`src/rtl/bcd_pkg.sv`:
```
// Shared definitions for the multiple-of-3 BCD generator.
//   state_e      : controller states
//   BCD_MAX      : last value of a run (9999 is itself a multiple of 3)
//   DIGIT_W      : bits per packed-BCD digit
//   bcd_digit_ok : true when a 4-bit field is a legal decimal digit
package bcd_pkg;

   typedef enum logic [1:0] {
      IDLE,
      ALIGN,
      RUN,
      DONE
   } state_e;

   localparam logic [15:0] BCD_MAX = 16'h9999;
   localparam int          DIGIT_W = 4;

   function automatic logic bcd_digit_ok(input logic [DIGIT_W-1:0] digit);
      return digit <= 4'd9;
   endfunction

endpackage

```
`src/rtl/bcd_mult3_gen_if.sv`:
```
// Output stream of the generator: valid/ready handshake carrying one packed-BCD value.
//   out_valid : producer has a value on out_bcd
//   out_ready : consumer accepts out_bcd when high together with out_valid
//   out_bcd   : 4-digit packed BCD value
//   out_last  : out_bcd is the final value 9999
interface bcd_mult3_gen_if;
   logic        out_valid;
   logic        out_ready;
   logic [15:0] out_bcd;
   logic        out_last;

   modport master (output out_valid, output out_bcd, output out_last, input  out_ready);
   modport slave  (input  out_valid, input  out_bcd, input  out_last, output out_ready);
endinterface

```
`src/rtl/bcd_add_small.sv`:
```
// Combinational 4-digit packed-BCD adder for a small increment (0..3).
//   a   : packed BCD operand, every digit <= 9
//   inc : increment added to the least significant digit
//   sum : packed BCD result; carry out of the top digit is dropped
module bcd_add_small
   import bcd_pkg::*;
(
   input  logic [15:0] a,
   input  logic [1:0]  inc,
   output logic [15:0] sum
);

   logic [DIGIT_W:0] digit_tmp;
   logic             carry;

   // NOTE: every variable written here gets a default first so no latch is inferred.
   always_comb begin
      sum       = '0;
      carry     = 1'b0;
      digit_tmp = '0;
      for (int i = 0; i < 4; i++) begin
         // The increment enters digit 0; higher digits only see the ripple carry.
         digit_tmp = {1'b0, a[i*DIGIT_W +: DIGIT_W]}
                   + ((i == 0) ? {3'b000, inc} : {4'b0000, carry});
         if (digit_tmp > 5'd9) begin
            sum[i*DIGIT_W +: DIGIT_W] = 4'(digit_tmp - 5'd10);
            carry                     = 1'b1;
         end else begin
            sum[i*DIGIT_W +: DIGIT_W] = digit_tmp[DIGIT_W-1:0];
            carry                     = 1'b0;
         end
      end
   end

endmodule

```
`src/rtl/bcd_mult3_gen.sv`:
```
// Generator of ascending 4-digit packed-BCD multiples of 3.
// A start value is aligned up to the next multiple of 3, then values are
// streamed in steps of 3 up to 9999 over a valid/ready handshake.
//   clk, rst_n : clock, asynchronous active-low reset
//   start      : begin a run (sampled only in IDLE), start_val loaded with it
//   abort      : synchronous cancel, highest priority
//   busy       : high while aligning or streaming
//   done       : one-cycle pulse after 9999 has been accepted
//   err        : one-cycle pulse when start_val held a non-decimal digit
//   ob         : output stream (master side)
module bcd_mult3_gen
   import bcd_pkg::*;
(
   input  logic               clk,
   input  logic               rst_n,
   input  logic               start,
   input  logic [15:0]        start_val,
   input  logic               abort,
   output logic               busy,
   output logic               done,
   output logic               err,
   bcd_mult3_gen_if.master    ob
);

   state_e      state_q, state_d;
   logic [15:0] value_q, value_d;
   logic        out_valid_q, out_valid_d;
   logic        out_last_q, out_last_d;
   logic        busy_q, busy_d;
   logic        done_q, done_d;
   logic        err_q, err_d;

   logic        start_ok;
   logic [5:0]  digit_sum;
   logic [5:0]  rem3;
   logic [1:0]  align_inc;
   logic [1:0]  add_inc;
   logic [15:0] add_sum;

   assign start_ok = bcd_digit_ok(start_val[3:0])  & bcd_digit_ok(start_val[7:4])
                   & bcd_digit_ok(start_val[11:8]) & bcd_digit_ok(start_val[15:12]);

   // A decimal number and its digit sum share the same remainder mod 3.
   assign digit_sum = {2'b00, value_q[3:0]}  + {2'b00, value_q[7:4]}
                    + {2'b00, value_q[11:8]} + {2'b00, value_q[15:12]};
   assign rem3      = digit_sum % 6'd3;
   assign align_inc = (rem3 == 6'd0) ? 2'd0 : 2'(6'd3 - rem3);

   // One adder serves both the alignment step and the streaming step.
   assign add_inc = (state_q == ALIGN) ? align_inc : 2'd3;

   bcd_add_small u_add (
      .a   (value_q),
      .inc (add_inc),
      .sum (add_sum)
   );

   always_comb begin
      state_d = state_q;
      value_d = value_q;
      err_d   = 1'b0;
      if (abort) begin
         state_d = IDLE;
      end else begin
         unique case (state_q)
            IDLE: begin
               if (start) begin
                  if (start_ok) begin
                     value_d = start_val;
                     state_d = ALIGN;
                  end else begin
                     err_d = 1'b1;
                  end
               end
            end
            ALIGN: begin
               value_d = add_sum;
               state_d = RUN;
            end
            RUN: begin
               // In RUN out_valid_q is always set, so out_ready alone marks a handshake.
               if (ob.out_ready) begin
                  if (value_q == BCD_MAX) state_d = DONE;
                  else                    value_d = add_sum;
               end
            end
            DONE:    state_d = IDLE;
            default: state_d = IDLE;
         endcase
      end

      // Outputs are decoded from the next state so they leave the flops aligned with it.
      out_valid_d = (state_d == RUN);
      out_last_d  = (state_d == RUN) && (value_d == BCD_MAX);
      busy_d      = (state_d == ALIGN) || (state_d == RUN);
      done_d      = (state_d == DONE);
   end

   // NOTE: sequential state uses non-blocking assignments so every flop samples pre-edge values.
   always_ff @(posedge clk or negedge rst_n) begin
      if (!rst_n) begin
         state_q     <= IDLE;
         value_q     <= '0;
         out_valid_q <= 1'b0;
         out_last_q  <= 1'b0;
         busy_q      <= 1'b0;
         done_q      <= 1'b0;
         err_q       <= 1'b0;
      end else begin
         state_q     <= state_d;
         value_q     <= value_d;
         out_valid_q <= out_valid_d;
         out_last_q  <= out_last_d;
         busy_q      <= busy_d;
         done_q      <= done_d;
         err_q       <= err_d;
      end
   end

   assign ob.out_valid = out_valid_q;
   assign ob.out_bcd   = value_q;
   assign ob.out_last  = out_last_q;
   assign busy         = busy_q;
   assign done         = done_q;
   assign err          = err_q;

endmodule
```
`src/flat_wrapper.sv`:
```
// flat-port wrapper written by rule: the top's interface ports become plain ports
module bcd_mult3_gen_flat import bcd_pkg::*;
  (clk, rst_n, start, start_val, abort, busy, done, err, ob_out_valid, ob_out_bcd, ob_out_last, ob_out_ready);
  bcd_mult3_gen_if ob_i ();
  input  logic clk;
  input  logic rst_n;
  input  logic start;
  input  logic [15:0] start_val;
  input  logic abort;
  output logic busy;
  output logic done;
  output logic err;
  output wire logic [$bits(ob_i.out_valid)-1:0] ob_out_valid;
  output wire logic [$bits(ob_i.out_bcd)-1:0] ob_out_bcd;
  output wire logic [$bits(ob_i.out_last)-1:0] ob_out_last;
  input wire logic [$bits(ob_i.out_ready)-1:0] ob_out_ready;
  assign ob_out_valid = ob_i.out_valid;
  assign ob_out_bcd = ob_i.out_bcd;
  assign ob_out_last = ob_i.out_last;
  assign ob_i.out_ready = ob_out_ready;
  bcd_mult3_gen u_core (.clk(clk), .rst_n(rst_n), .start(start), .start_val(start_val), .abort(abort), .busy(busy), .done(done), .err(err), .ob(ob_i));
endmodule
```
`config.mk`:
```
export PLATFORM = sky130hd
export DESIGN_NAME = bcd_mult3_gen_flat
export DESIGN_NICKNAME = d
export VERILOG_FILES = /design/src/rtl/bcd_pkg.sv /design/src/rtl/bcd_mult3_gen_if.sv /design/src/rtl/bcd_add_small.sv /design/src/rtl/bcd_mult3_gen.sv /design/src/flat_wrapper.sv
export SDC_FILE = /design/constraint.sdc
export NUM_CORES = 1
export LEC_CHECK = 0
export CAP_MARGIN = 40
export CORE_UTILIZATION = 50
export DETAILED_ROUTE_END_ITERATION = 8
export PLACE_DENSITY = 0.74
export SLEW_MARGIN = 10
export SYNTH_ARGS = -nofsm -noshare
export SYNTH_HDL_FRONTEND = slang
export SYNTH_SLANG_ARGS = --single-unit
```
`constraint.sdc`:
```
create_clock -name clk -period 33.5 [get_ports clk]
set_input_delay 3.35 -clock clk [delete_from_list [all_inputs] [get_ports clk]]
set_output_delay 3.35 -clock clk [all_outputs]
set_load 0.005 [all_outputs]
```
### Word-level counts from Yosys, hierarchy flattened

Index checks and enable logic that the tools add are counted.

| cells by class | value |
|---|---|
| $add $sub $neg | 12 |
| $mul | 0 |
| div/mod/pow operators | 1 |
| magnitude comparators | 8 |
| equality and inequality tests | 8 |
| shifts and indexed selects | 0 |
| mux-type cells | 25 |
| bitwise gates (word level) | 3 |
| reductions and logical operators | 4 |

Operator list:

| kind | number |
|---|---|
| $mux W16 | 5 |
| $pmux W16 S3 | 1 |
| $eq A16 B16 Y1 const B | 2 |
| $gt A5 B4 Y1 const B | 4 |
| $le A4 B4 Y1 const B | 4 |
| $mux W4 | 4 |
| $sub A4 B4 Y4 const B | 4 |
| $add A4 B1 Y5 | 3 |
| $mux W2 | 7 |
| $add A6 B4 Y6 | 2 |
| $eq A2 B2 Y1 const B | 4 |
| $pmux W2 S4 | 1 |
| $mux W1 | 7 |
| $logic_not A6 Y1 | 1 |
| $mod A6 B2 Y6 const B | 1 |
| $add A4 B2 Y5 | 1 |
| $add A4 B4 Y5 | 1 |
| $eq A2 B1 Y1 const B | 2 |
| $and A1 B1 Y1 | 3 |
| $logic_not A2 Y1 | 1 |
| $sub A2 B2 Y2 const A | 1 |
| $logic_and A1 B1 Y1 | 1 |
| $logic_or A1 B1 Y1 | 1 |

| word-level totals | value |
|---|---|
| register bits | 23 |
| bits in latches | 0 |
| bits in writable memories | 0 |
| memory bits (read-only) | 0 |
| bits of input ports | 21 |
| output and inout port bits | 21 |
| logic and storage cells | 68 |
| memories kept | 0 |

### Longest topological paths before layout

| depth | value |
|---|---|
| word-level depth | 25 |
| mapped depth | 51 |
| mapped depth without buffers | 49 |

### Hierarchy

From an unflattened synthesis, not the netlist that was laid out.

| second synthesis, totals | value |
|---|---|
| cells, all modules | 483 |
| area, all modules | 3976.3 µm² |

By module, submodules not included:

| module | instances | cells each | area each (µm²) | seq. area each (µm²) |
|---|---|---|---|---|
| bcd_mult3_gen | 1 | 328 | 2840.2 | 575.6 |
| bcd_add_small | 1 | 155 | 1136.1 | 0.0 |

### Worst setup path after synthesis

Ideal clock, no wire load.

| timing path | value |
|---|---|
| kind | reg2reg |
| from | reg u_core.value_q[0], in the netlist u_core.ob.out_bcd[0] |
| to | reg u_core.out_last_q, in the netlist u_core.ob.out_last |
| arrival time | 10571 ps |
| setup slack | 22824 ps |
| cell stages (with the launch flop) | 50 |
| path buffers | 2 |
| period minus slack after synthesis | 10676 ps |
| cells stage by stage | dfrtp_1 > ha_1 > inv_1 > fa_1 > inv_1 > fa_1 > ha_1 > inv_1 > fa_1 > buf_4 > or3_1 > a311oi_1 > o32ai_4 > ha_1 > buf_6 > o21a_1 > a21o_1 > ha_1 > [14 not listed] > a211o_1 > a22oi_1 > ha_1 > ha_1 > or2_2 > a21oi_1 > a21oi_1 > ha_1 > ha_1 > xnor2_1 > ha_1 > nor2b_1 > nor2_1 > a22oi_1 > o22ai_1 > a222oi_1 > nand3_1 > nor4b_1 |

| between the ends | value |
|---|---|
| word-level cells in the longest chain between the ends | 25 |
| elaborated cells between the ends (all ways) | 41 |

Ends and longest elaborated chain:

| element | RTL line | RTL |
|---|---|---|
| start: declaration | bcd_mult3_gen.sv:26 | `logic [15:0] value_q, value_d;` |
| start signal: assignment | bcd_mult3_gen.sv:111 | `value_q <= value_d;` |
| $add A4 B4 Y5 | bcd_mult3_gen.sv:44 | `assign digit_sum = {2'b00, value_q[3:0]} + {2'b00, value_q[7:4]}` |
| $add A6 B4 Y6 (2 in series) | bcd_mult3_gen.sv:45 | `+ {2'b00, value_q[11:8]} + {2'b00, value_q[15:12]};` |
| $mod A6 B2 Y6 | bcd_mult3_gen.sv:46 | `assign rem3 = digit_sum % 6'd3;` |
| $sub A2 B2 Y2 or $logic_not A6 Y1 (tied branches) | bcd_mult3_gen.sv:47 | `assign align_inc = (rem3 == 6'd0) ? 2'd0 : 2'(6'd3 - rem3);` |
| $mux W2 | bcd_mult3_gen.sv:47 |  |
| $mux W2 | bcd_mult3_gen.sv:50 | `assign add_inc = (state_q == ALIGN) ? align_inc : 2'd3;` |
| $add A4 B2 Y5 | bcd_add_small.sv:24 | `+ ((i == 0) ? {3'b000, inc} : {4'b0000, carry});` |
| $gt A5 B4 Y1 | bcd_add_small.sv:25 | `if (digit_tmp > 5'd9) begin` |
| [9 not listed] | -- |  |
| $mux W4 | bcd_add_small.sv:25 |  |
| $mux W16 | bcd_mult3_gen.sv:83 | `if (value_q == BCD_MAX) state_d = DONE;` |
| $mux W16 | bcd_mult3_gen.sv:82 | `if (ob.out_ready) begin` |
| $pmux W16 S3 | bcd_mult3_gen.sv:65 | `unique case (state_q)` |
| $mux W16 | bcd_mult3_gen.sv:62 | `if (abort) begin` |
| $eq A16 B16 Y1 | bcd_mult3_gen.sv:94 | `out_last_d = (state_d == RUN) && (value_d == BCD_MAX);` |
| $logic_and A1 B1 Y1 * | bcd_mult3_gen.sv:94 |  |
| named net u_core.out_last_d | bcd_mult3_gen.sv:28 | `logic out_last_q, out_last_d;` |
| end signal: assignment | bcd_mult3_gen.sv:113 | `out_last_q <= out_last_d;` |
| end: declaration | bcd_mult3_gen.sv:28 |  |

Mark *: on every way through the listed nets, which the timed path passes. The rest lies on a longest branch.

### Worst setup path after layout

| timing path | value |
|---|---|
| from | reg u_core.value_q[4], in the netlist u_core.ob.out_bcd[4] |
| to | reg u_core.out_last_q, in the netlist u_core.ob.out_last |

The elaborated chain is that of the path after synthesis.

==> run_results.csv <==
group,metric,value,unit
global_route,grt_max_degree,17,
timing,fin_crit,12.03,ns
yosys,async_reset_ff_frac,1.00,
timing,hold_viol,0,
clock_tree,clockBufferDepth,2,
timing,skew,0.00450,ns
setup_path,required,33.66,ns
yosys,ys_warn_count,0,
layout,final_cell_mix,"41 x clkdlybuf4s50_1, 37 x inv_1, 31 x o21ai_0",
global_route,met3_usage,0.0188,
detailed_routing,drt_pass1_iterations,5,
clock_tree,ctsHtreeMaxLevel,1,
layout,final_core_util,0.605,
global_route,use_met1,0.316,
setup_path,startpoint_type,"flop",
clock_tree,insertion_delay,0.26,ns
floorplan,die_height,77.9,µm
clock_tree,cts.repair.resized,0,
clock_tree,cts_tree,"done",
detailed_routing,wirelength,7120,µm
yosys,yosys_register_bits,23,
layout,regArea,576,µm²
layout,nNetsFinal,434,
setup_path,worstPathArrival,12.18,ns
yosys,synth_cell_types,71,
global_route,antenna_found_initial,0,
setup_path,critPathKind,"flop to flop",
worst_hold_path,hold_path_class,"flop to flop",
timing,setup_viol,0,
detailed_routing,vias,2702,
setup_path,cp_slowest_stage_delay,0.58,ns
setup_path,slowest_stage,"fa_1",
yosys,syn-num-nets,404,
placement,numPortBuffers,41,
floorplan,ios,42,
setup_path,crit_fanout,11,
global_route,grt_overflow,0,
layout,multiInputGateArea,2070,µm²
global_route,track_usage,0.242,
detailed_routing,wire_per_inst,15.9,µm
floorplan,die_x,77.9,µm
floorplan,initial_core_util,0.520,
clock_tree,clock_sinks,23,
clock_tree,post_cts_buffers,0,
detailed_routing,viasPerCell,6.02,
timing,max_freq,0.0831,GHz
layout,final_common_cell,"clkdlybuf4s50_1",
timing,rsz0062_at_grt,"false",
global_route,grt_pass1_vias,2540,
floorplan,fp.coreArea,5540,µm²
timing,finalCritPeriodShare,0.359,
clock_tree,cts_buffers,3,
timing,setup_tns,0,ns
timing,maxSlewViolCount,0,
layout,layout-drive-gt1-share,0.0504,
detailed_routing,drt-initial-drc-count,176,
global_route,met2_usage,0.432,
clock_tree,ctsHoldBuffers,0,
yosys,synthFlopType,"dfrtp_1",
placement,hpwl,5590,µm
detailed_routing,drc,0,
floorplan,num_rows,27,
layout,antenna_cells,0,
clock_tree,clk_pin_slew,0.08,ns
floorplan,die-area,6070,µm²
yosys,synth_enable_flop_cells,0,
yosys,syn_inst,348,
detailed_routing,drtAntennaViolNets,0,
global_route,top_usage_layer,"met2",
timing,slew_headroom,0.633,
global_route,grt_pass1_wl,11900,µm
setup_path,path_common_cell,"ha_1",
placement,placed_cell_area,3310,µm²
placement,place_congestion,0.963,
layout,fillers,501,
setup_path,cp-end-kind,"flop",
yosys,syn_area_per_cell,8.28,µm²
status,status,"finished, final reports clean",
layout,syn_to_final_growth,16.2,%
layout,fin_area,3350,µm²
flow_run,maxCapViolations,0,
timing,worstMarginPinSlew,0.551,ns
yosys,ys_seq_area_frac,0.200,
yosys,synthesis.area,2880,µm²
timing,hold_slack,0.629,ns
clock_tree,cts_root_buf,"clkbuf_8",
==> final timing paths <==
path                                        from                     to  slack [ns]  depth (start not counted)
max                         u_core.ob.out_bcd[4]     u_core.ob.out_last       21.47                         48
min                        u_core.ob.out_bcd[15]  u_core.ob.out_bcd[15]        0.63                          2
max reg2reg                 u_core.ob.out_bcd[4]     u_core.ob.out_last       21.47                         48
min reg2reg                u_core.ob.out_bcd[15]  u_core.ob.out_bcd[15]        0.63                          2
max in group asynchronous                  rst_n            u_core.busy       29.66                          2
min in group asynchronous                  rst_n      u_core.state_q[0]        3.39                          1
==> cell usage after synthesis, types with 3 or more instances <==
cell type | instances | area, µm²
or2_2 | 3 | 18.8
clkbuf_1 | 8 | 30.0
buf_2 | 4 | 20.0
a21boi_0 | 3 | 22.5
o21bai_1 | 3 | 22.5
a222oi_1 | 3 | 30.0
a211o_1 | 3 | 26.3
a22oi_1 | 13 | 97.6
nor2b_1 | 3 | 18.8
a31oi_1 | 4 | 25.0
and3_1 | 3 | 18.8
o21ai_0 | 31 | 155
inv_1 | 37 | 139
xnor2_1 | 15 | 131
nand4_1 | 3 | 18.8
ha_1 | 28 | 350
nand3_1 | 7 | 35.0
nor4b_1 | 3 | 26.3
o21a_1 | 3 | 22.5
a21o_1 | 6 | 45.0
nor3_1 | 6 | 30.0
buf_6 | 3 | 33.8
nor4bb_1 | 3 | 30.0
dfrtp_1 | 23 | 576
nand2_1 | 28 | 105
fa_1 | 7 | 140
a21oi_1 | 11 | 55.1
mux2i_1 | 7 | 70.1
nor2_1 | 22 | 82.6
==> cell type report <==
| class | count | area share |
|---|---|---|
| timing repair buffer | 43 | 0.129 |
| clock buffer | 4 | 0.0134 |
| multi-input combinational | 270 | 0.617 |
| sequential | 23 | 0.172 |
| tap | 72 | 0.0269 |
| inverter | 37 | 0.0414 |
==> worst max-delay path: cells and delay by family (launching register included) <==
kind,cells,cell delay (ns)
and+or+nand+nor,8,1.45
DFF,1,0.47
AOI/OAI and AO/OA,17,3.93
adders and majority gates,16,5.21
xor gates and xnor gates,2,0.49
buffers and inverters,5,0.39
==> kinds of logic after synthesis <==
kind of cell | after synthesis | share of synthesized area
flip-flops | 23 | 0.200
AND/OR/NAND/NOR | 99 | 0.183
adder cells (fa/ha/maj) | 35 | 0.170
multiplexers | 8 | 0.0282
AO/OA/AOI/OAI | 110 | 0.275
XOR/XNOR | 18 | 0.0612
buffers and inverters | 55 | 0.0829
==> through the flow <==
step	setup WS, ns	std cells
final	21.47	449
after floorplan	22.82	348
after global placement	21.93	443
after CTS	21.53	449
after detailed placement	21.58	445
after global routing	20.45	449
==> registers in the layout, indices dropped and copies added (netlist names) <==
register             flops
u_core.state_q           2
u_core.done              1
u_core.busy              1
u_core.ob.out_bcd       16
u_core.err               1
u_core.ob.out_last       1
u_core.ob.out_valid      1
==> per-layer routing <==
| metal | wire length [µm] | vias up |
|---|---|---|
| li1 | - | 1324 |
| met1 | 3120 | 1275 |
| met2 | 3550 | 90 |
| met3 | 344 | 13 |
| met4 | 110 | 0 |
| met5 | 0 | - |
Power is left out: the tool's default activity adds up to more than one toggle a clock period on the data nets, which glitch-free logic cannot reach.
